File: config.mk
export PLATFORM = sky130hd
export DESIGN_NAME = xm23_dev_ctrl
export DESIGN_NICKNAME = d
export VERILOG_FILES = /design/src/rtl/xm23_dev_ctrl.sv
export SDC_FILE = /design/constraint.sdc
export NUM_CORES = 1
export LEC_CHECK = 0
export CORE_MARGIN = 3
export CORE_UTILIZATION = 41
export DETAILED_ROUTE_END_ITERATION = 16
export PLACE_DENSITY = 0.75
export SLEW_MARGIN = 25
export SYNTH_ARGS = -nofsm -noshare
export SYNTH_HDL_FRONTEND = slang
export SYNTH_SLANG_ARGS = --single-unit
File: constraint.sdc
create_clock -name Clock -period 1.9 [get_ports Clock]
set_clock_uncertainty 0.05 [all_clocks]
set_input_delay 0.19 -clock Clock [delete_from_list [all_inputs] [get_ports Clock]]
set_output_delay 0.19 -clock Clock [all_outputs]
set_load 0.01 [all_outputs]
File: src/rtl/xm23_dev_ctrl.sv
// XM-23 device register block: NUM_DEV CSR/data channels with DBA/OF status and device handshakes.
// Optional prioritised interrupt logic is enabled by defining XM23_DEV_IRQ_EN.
module xm23_dev_ctrl #(
   parameter int                 NUM_DEV  = 5,
   parameter logic [15:0]        DEV_BASE = 16'h0000,
   parameter logic [NUM_DEV-1:0] OUT_MASK = 5'b10000
) (
   input  logic                 Clock,
   input  logic                 Reset_n,
   input  logic                 bus_req,
   input  logic                 bus_we,
   input  logic                 bus_byte,
   input  logic [15:0]          bus_addr,
   input  logic [15:0]          bus_wdata,
   output logic [15:0]          bus_rdata,
   output logic                 bus_ack,
   output logic                 bus_err,
   input  logic [NUM_DEV-1:0]   dev_in_valid,
   input  logic [8*NUM_DEV-1:0] dev_in_data,
   output logic [NUM_DEV-1:0]   dev_out_valid,
   output logic [8*NUM_DEV-1:0] dev_out_data,
   input  logic [NUM_DEV-1:0]   dev_out_ready,
   output logic                 irq_req,
   output logic [3:0]           irq_vect,
   output logic [2:0]           irq_pri,
   input  logic                 irq_ack
);

   logic [16:0] diff;
   logic [15:0] offset;
   logic        in_win, acc, misal, rd_ok, wr_ok, hit_csr, hit_data;
   logic [3:0]  sel;
   logic [7:0]  wr_byte;
   logic [7:0]  csr_val  [NUM_DEV];
   logic [7:0]  data_val [NUM_DEV];

   // 17-bit subtraction gives the below-base test without a constant compare
   assign diff     = {1'b0, bus_addr} - {1'b0, DEV_BASE};
   assign offset   = diff[15:0];
   assign in_win   = !diff[16] && (offset < 16'(2 * NUM_DEV));
   assign acc      = bus_req && in_win;
   assign misal    = !bus_byte && offset[0];
   assign rd_ok    = acc && !misal && !bus_we;
   assign wr_ok    = acc && !misal && bus_we;
   assign sel      = offset[4:1];
   assign hit_csr  = !offset[0];
   assign hit_data = offset[0] || !bus_byte;
   assign wr_byte  = bus_byte ? bus_wdata[7:0] : bus_wdata[15:8];

`ifdef XM23_DEV_IRQ_EN
   logic [2:0]         pri_val [NUM_DEV];
   logic [NUM_DEV-1:0] lvl;
`endif

   genvar gi;
   generate
      for (gi = 0; gi < NUM_DEV; gi++) begin : g_ch
         localparam logic IS_OUT = OUT_MASK[gi];
         logic       ch_sel, rd_csr, rd_data, wr_csr, wr_data, push, hs;
         logic       ie_q, ie_d, dba_q, dba_d, of_q, of_d, vld_q, vld_d;
         logic [2:0] pri_q, pri_d;
         logic [7:0] data_q, data_d;

         assign ch_sel  = (sel == 4'(gi));
         assign rd_csr  = rd_ok && ch_sel && hit_csr;
         assign rd_data = rd_ok && ch_sel && hit_data;
         assign wr_csr  = wr_ok && ch_sel && hit_csr;
         assign wr_data = wr_ok && ch_sel && hit_data;
         assign push    = !IS_OUT && dev_in_valid[gi];
         assign hs      = IS_OUT && vld_q && dev_out_ready[gi];

         always_comb begin
            ie_d   = ie_q;
            pri_d  = pri_q;
            dba_d  = dba_q;
            of_d   = of_q;
            vld_d  = vld_q;
            data_d = data_q;
            if (rd_csr) of_d = 1'b0;
            if (wr_csr) begin
               ie_d  = bus_wdata[0];
               pri_d = bus_wdata[7:5];
            end
            if (IS_OUT) begin
               // a write racing the handshake refills the slot instead of overflowing it
               if (wr_data) begin
                  data_d = wr_byte;
                  vld_d  = 1'b1;
                  dba_d  = 1'b0;
                  if (!dba_q && !hs) of_d = 1'b1;
               end else if (hs) begin
                  vld_d = 1'b0;
                  dba_d = 1'b1;
               end
            end else begin
               if (push) begin
                  data_d = dev_in_data[8*gi +: 8];
                  dba_d  = 1'b1;
                  if (dba_q && !rd_data) of_d = 1'b1;
               end else if (rd_data) begin
                  dba_d = 1'b0;
               end
            end
         end

         always_ff @(posedge Clock) begin
            if (!Reset_n) begin
               ie_q   <= 1'b0;
               pri_q  <= 3'd0;
               dba_q  <= IS_OUT;
               of_q   <= 1'b0;
               vld_q  <= 1'b0;
               data_q <= 8'h00;
            end else begin
               ie_q   <= ie_d;
               pri_q  <= pri_d;
               dba_q  <= dba_d;
               of_q   <= of_d;
               vld_q  <= vld_d;
               data_q <= data_d;
            end
         end

         assign csr_val[gi]              = {pri_q, 1'b0, of_q, dba_q, IS_OUT, ie_q};
         assign data_val[gi]             = data_q;
         assign dev_out_valid[gi]        = vld_q;
         assign dev_out_data[8*gi +: 8]  = data_q;
`ifdef XM23_DEV_IRQ_EN
         assign pri_val[gi] = pri_q;
         assign lvl[gi]     = ie_q & dba_q;
`endif
      end
   endgenerate

   logic [15:0] rdata_d, rdata_q;
   logic        ack_d, ack_q, err_d, err_q;

   always_comb begin
      ack_d   = acc;
      err_d   = acc && misal;
      rdata_d = 16'h0000;
      for (int i = 0; i < NUM_DEV; i++) begin
         if (rd_ok && sel == 4'(i)) begin
            if (!bus_byte)      rdata_d = {data_val[i], csr_val[i]};
            else if (offset[0]) rdata_d = {8'h00, data_val[i]};
            else                rdata_d = {8'h00, csr_val[i]};
         end
      end
   end

   always_ff @(posedge Clock) begin
      if (!Reset_n) begin
         ack_q   <= 1'b0;
         err_q   <= 1'b0;
         rdata_q <= 16'h0000;
      end else begin
         ack_q   <= ack_d;
         err_q   <= err_d;
         rdata_q <= rdata_d;
      end
   end

   assign bus_ack   = ack_q;
   assign bus_err   = err_q;
   assign bus_rdata = rdata_q;

`ifdef XM23_DEV_IRQ_EN
   logic [NUM_DEV-1:0] pend_q, pend_d, arm_q, arm_d;
   logic               irq_req_q, irq_req_d;
   logic [3:0]         vect_q, vect_d;
   logic [2:0]         ipri_q, ipri_d;

   always_comb begin
      pend_d    = pend_q;
      arm_d     = arm_q;
      irq_req_d = 1'b0;
      vect_d    = 4'd0;
      ipri_d    = 3'd0;
      // an acked channel stays disarmed until IE&DBA drops again
      for (int i = 0; i < NUM_DEV; i++) begin
         if (!lvl[i]) arm_d[i] = 1'b1;
         if (irq_ack && irq_req_q && vect_q == 4'(i)) begin
            pend_d[i] = 1'b0;
            arm_d[i]  = 1'b0;
         end else if (lvl[i] && arm_q[i] && !pend_q[i]) begin
            pend_d[i] = 1'b1;
         end
      end
      for (int i = 0; i < NUM_DEV; i++) begin
         if (pend_d[i] && (!irq_req_d || pri_val[i] > ipri_d)) begin
            irq_req_d = 1'b1;
            vect_d    = 4'(i);
            ipri_d    = pri_val[i];
         end
      end
   end

   always_ff @(posedge Clock) begin
      if (!Reset_n) begin
         pend_q    <= '0;
         arm_q     <= '1;
         irq_req_q <= 1'b0;
         vect_q    <= 4'd0;
         ipri_q    <= 3'd0;
      end else begin
         pend_q    <= pend_d;
         arm_q     <= arm_d;
         irq_req_q <= irq_req_d;
         vect_q    <= vect_d;
         ipri_q    <= ipri_d;
      end
   end

   assign irq_req  = irq_req_q;
   assign irq_vect = vect_q;
   assign irq_pri  = ipri_q;
`else
   logic unused_irq_ack;
   assign unused_irq_ack = irq_ack;
   assign irq_req        = 1'b0;
   assign irq_vect       = 4'd0;
   assign irq_pri        = 3'd0;
`endif

endmodule

==> summary.md <==
| Metric | Value |
|---|---|
| Run status | `complete, no violations` |
| Final clock period utilization by the worst path | `0.985` |
| Worst min-delay path endpoint | `g_ch[2].data_q[6]` |
| Number of cells produced by synthesis | `506` |
| Ys flop type | `sky130_fd_sc_hd__dfxtp_1` |
| Global-route total usage across every layer | `0.255` |
| Startpoint Class | `primary input` |
| Root Buffer | `sky130_fd_sc_hd__clkbuf_8` |
| Origin of the critical flop-to-flop path | `g_ch[0].data_q[1]` |
| Post-Route WL | `15.8 mm` |
| Filler cell count in the final layout | `882` |
| Floorplan core area | `0.0104 mm2` |
| Vert. Die Dim | `110 um` |
| Hold wc startpoint | `dev_in_data[22]` |
| Via count of the first global-routing pass | `4606` |
| TritonCTS buffer count | `9` |
| Multi-input gate area in the final layout | `0.00243 mm2` |
| Number of cells traversed by the worst register-to-register path | `5` |
| IR Drop Worst-Case VDD | `367 uV` |
| Clock tree from TritonCTS | `done` |
| Nets | `771` |
| Worst slew slack as a fraction of its limit | `0.525` |
| Share of Yosys cell area claimed by the top area cell type | `0.401` |
| Number of hold violations in the final report | `0` |
| IO Pins | `159` |
| Pleak | `2.52 nW` |
| Buffers added on ports | `132` |
| Post-synth top area cell | `sky130_fd_sc_hd__dfxtp_1` |
| DRC | `0` |
| Final core utilization | `0.638` |
| Pin slew with the least headroom to its limit | `0.712 ns` |
| Maximum fanout count along the critical path | `10` |
| Routed length per placed instance | `19.1 um` |
| Max Transition Viols Final | `0` |
| Yosys reg bits | `89` |
| GPL Wtd Cong | `0.914` |
| Area of the mapped netlist | `0.00444 mm2` |
| Register area share after synthesis | `0.401` |
| Path type of the worst setup path | `primary input to flip-flop` |
| Antenna Cells | `0` |
| Data arrival time at the worst-slack endpoint | `2.05 ns` |
| Seq. cell area | `0.00178 mm2` |
| Skew-Pair Late Insertion Delay | `0.37 ns` |
| Final instance count without filler cells | `823` |
| Worst Setup End Kind | `flip-flop` |
| CTS Sinks | `89` |
| Number of enable flip-flop cells after synthesis | `0` |
| Count of cell types in the netlist | `51` |
| Std-Cell Rows | `37` |
| First-pass GRT wire length | `23.6 mm` |
| Final Critical Period | `1.87 ns` |
| Cell Pwr Density | `632 mW/mm2` |
| Final setup vio count | `0` |
| Path type of the worst min-delay path | `primary input to flip-flop` |
| Per-cell via count in the routed design | `5.75` |
| Worst reg2reg setup slack | `0.43 ns` |
| Die Width | `110 um` |
| Proportion of layout cells with a drive suffix above 1 | `0.180` |
| Hold-fix buffer count after cts | `0` |
| Dominant cell by count in the synthesized netlist | `sky130_fd_sc_hd__dfxtp_1` |
| Number of buffers on the longest clock path | `2` |
| Initial antenna violation count | `0` |
| Full die area | `0.0121 mm2` |
| Post-synthesis area per instance | `8.78 um2` |
| Area growth, synth to finish | `49.5%` |
| First-pass iteration count of the detailed router | `5` |
| Commonest cells in the netlist | `89 x sky130_fd_sc_hd__dfxtp_1, 46 x sky130_fd_sc_hd__mux2i_1, 41 x sky130_fd_sc_hd__a21oi_1` |
| Achievable Freq | `535 MHz` |
| Detailed router's first-iteration violation count | `429` |
| Required time reported for the critical path endpoint | `2.08 ns` |
| Asr flop ratio synth | `0` |
| Post-Place Cells | `807` |
| Largest net degree at the start of global routing | `70` |
| Detail Route Antenna Nets | `0` |
| Clock transition time at the flip-flop clock pins of the worst setup and hold paths | `0.09 ns` |
| Largest cells by area after synthesis | `sky130_fd_sc_hd__dfxtp_1 40%, sky130_fd_sc_hd__mux2i_1 10%, sky130_fd_sc_hd__a21oi_1 4.6%` |
| Synth warnings | `0` |
| Worst hold stages | `3` |
| Half-perimeter wire length after placement | `11.9 mm` |
| Total global routing overflow | `0` |
| Max-capacitance violation count | `0` |
| R2R Path End | `bus_rdata[1]` |
| Clock H-tree levels | `3` |
| Vias after detailed routing | `4730` |
| Starting density of the core | `0.427` |
| RSZ-0062 raised after global routing | `yes` |
-- worst max-delay path by stage --
stage	from	to	slack (ns)	cells past startpoint
floorplan	bus_addr[15]	bus_rdata[13]	0.12	4
global placement	bus_addr[15]	bus_rdata[5]	-0.28	6
detailed placement	bus_addr[15]	bus_rdata[2]	-0.38	6
CTS	bus_addr[15]	bus_rdata[2]	0.009	6
global route	bus_addr[12]	bus_rdata[5]	-0.03	6
finish	bus_addr[12]	bus_rdata[13]	0.03	6
-- stage by stage --
step / setup WS, ns / TNS, ns / total power, W / area, um2 / hold WS, ns
final: 0.0291 / 0 / 0.00420 / 6640 / 0.376
after global placement: -0.278 / -8.93 / 0.00268 / 6310 / 0.410
after floorplan: 0.122 / 0 / 0.00231 / 4480 / 0.288
after CTS: 0.00937 / 0 / 0.00420 / 6540 / 0.368
after detailed placement: -0.381 / -11.76 / 0.00269 / 6310 / 0.419
after global routing: -0.0307 / -0.129 / 0.00433 / 6640 / 0.393
-- worst max-delay path: stages --
cell,delay [ns]
sky130_fd_sc_hd__clkdlybuf4s50_1,0.42
sky130_fd_sc_hd__or4_4,0.60
sky130_fd_sc_hd__nor3_4,0.25
sky130_fd_sc_hd__buf_4,0.15
sky130_fd_sc_hd__and4_4,0.34
sky130_fd_sc_hd__a221oi_2,0.10
-- sequential cells by signal, summed over array words and instances, names as in the netlist --
register	flops
g_ch.of_q	5
bus_err	1
g_ch.vld_q	1
g_ch.ie_q	5
g_ch.pri_q	15
bus_rdata	16
bus_ack	1
g_ch.data_q	40
g_ch.dba_q	5
-- layout make-up --
type                    instances  share of cell area
flip-flops and latches         89               0.268
clock inverters                 3              0.0136
inverters                      16             0.00904
repair buffers                211               0.297
multi-input cells             356               0.366
well taps                     136              0.0256
clock buffers                  12              0.0203
-- metal layers --
metal | track usage | up-vias | routed length [um]
met1 | 0.328 | 2261 | 6660
met4 | 0.0888 | 0 | 306
met2 | 0.425 | 248 | 7430
met5 | 0 | - | 0
met3 | 0.0536 | 27 | 1360
li1 | - | 2194 | -
-- layout by cell type, fill, tap and decap left out, types with 5 or more instances in the layout --
master,instances
sky130_fd_sc_hd__inv_1,15
sky130_fd_sc_hd__nand2_1,30
sky130_fd_sc_hd__mux2i_1,46
sky130_fd_sc_hd__a22oi_1,11
sky130_fd_sc_hd__a32o_1,6
sky130_fd_sc_hd__conb_1,12
sky130_fd_sc_hd__nand3_1,15
sky130_fd_sc_hd__buf_4,73
sky130_fd_sc_hd__a21oi_1,41
sky130_fd_sc_hd__dfxtp_1,89
sky130_fd_sc_hd__mux2_2,8
sky130_fd_sc_hd__nor4_1,5
sky130_fd_sc_hd__clkdlybuf4s50_1,132
sky130_fd_sc_hd__clkbuf_8,9
sky130_fd_sc_hd__nor2_1,40
sky130_fd_sc_hd__nand4_1,28
sky130_fd_sc_hd__o21ai_0,37
sky130_fd_sc_hd__and3_1,8
-- cell families (layout without fill, tap and decap cells) --
group	Yosys count	after routing	share of synthesized area
mux	55	55	0.129
other cells	1	12	0.000844
buf+inv	72	242	0.0831
flops	89	89	0.401
compound gates	133	133	0.190
simple gates	155	155	0.194
xor+xnor	1	1	0.00197
-- power breakdown --
group | leakage (nW) | switching (W) | total (W) | internal (W)
Sequential | 0.725 | 0.0000566 | 0.00197 | 0.00192
Clock | 0.111 | 0.000657 | 0.00153 | 0.000869
Combinational | 1.69 | 0.000316 | 0.000698 | 0.000382
-- timing repair --
action | 4_1_cts | 5_1_grt
gates resized for setup | 0 | 21
buffers inserted | 0 | 1
setup endpoints to repair | 0 | 14
No activity file was read; power rests on OpenSTA's default activity.
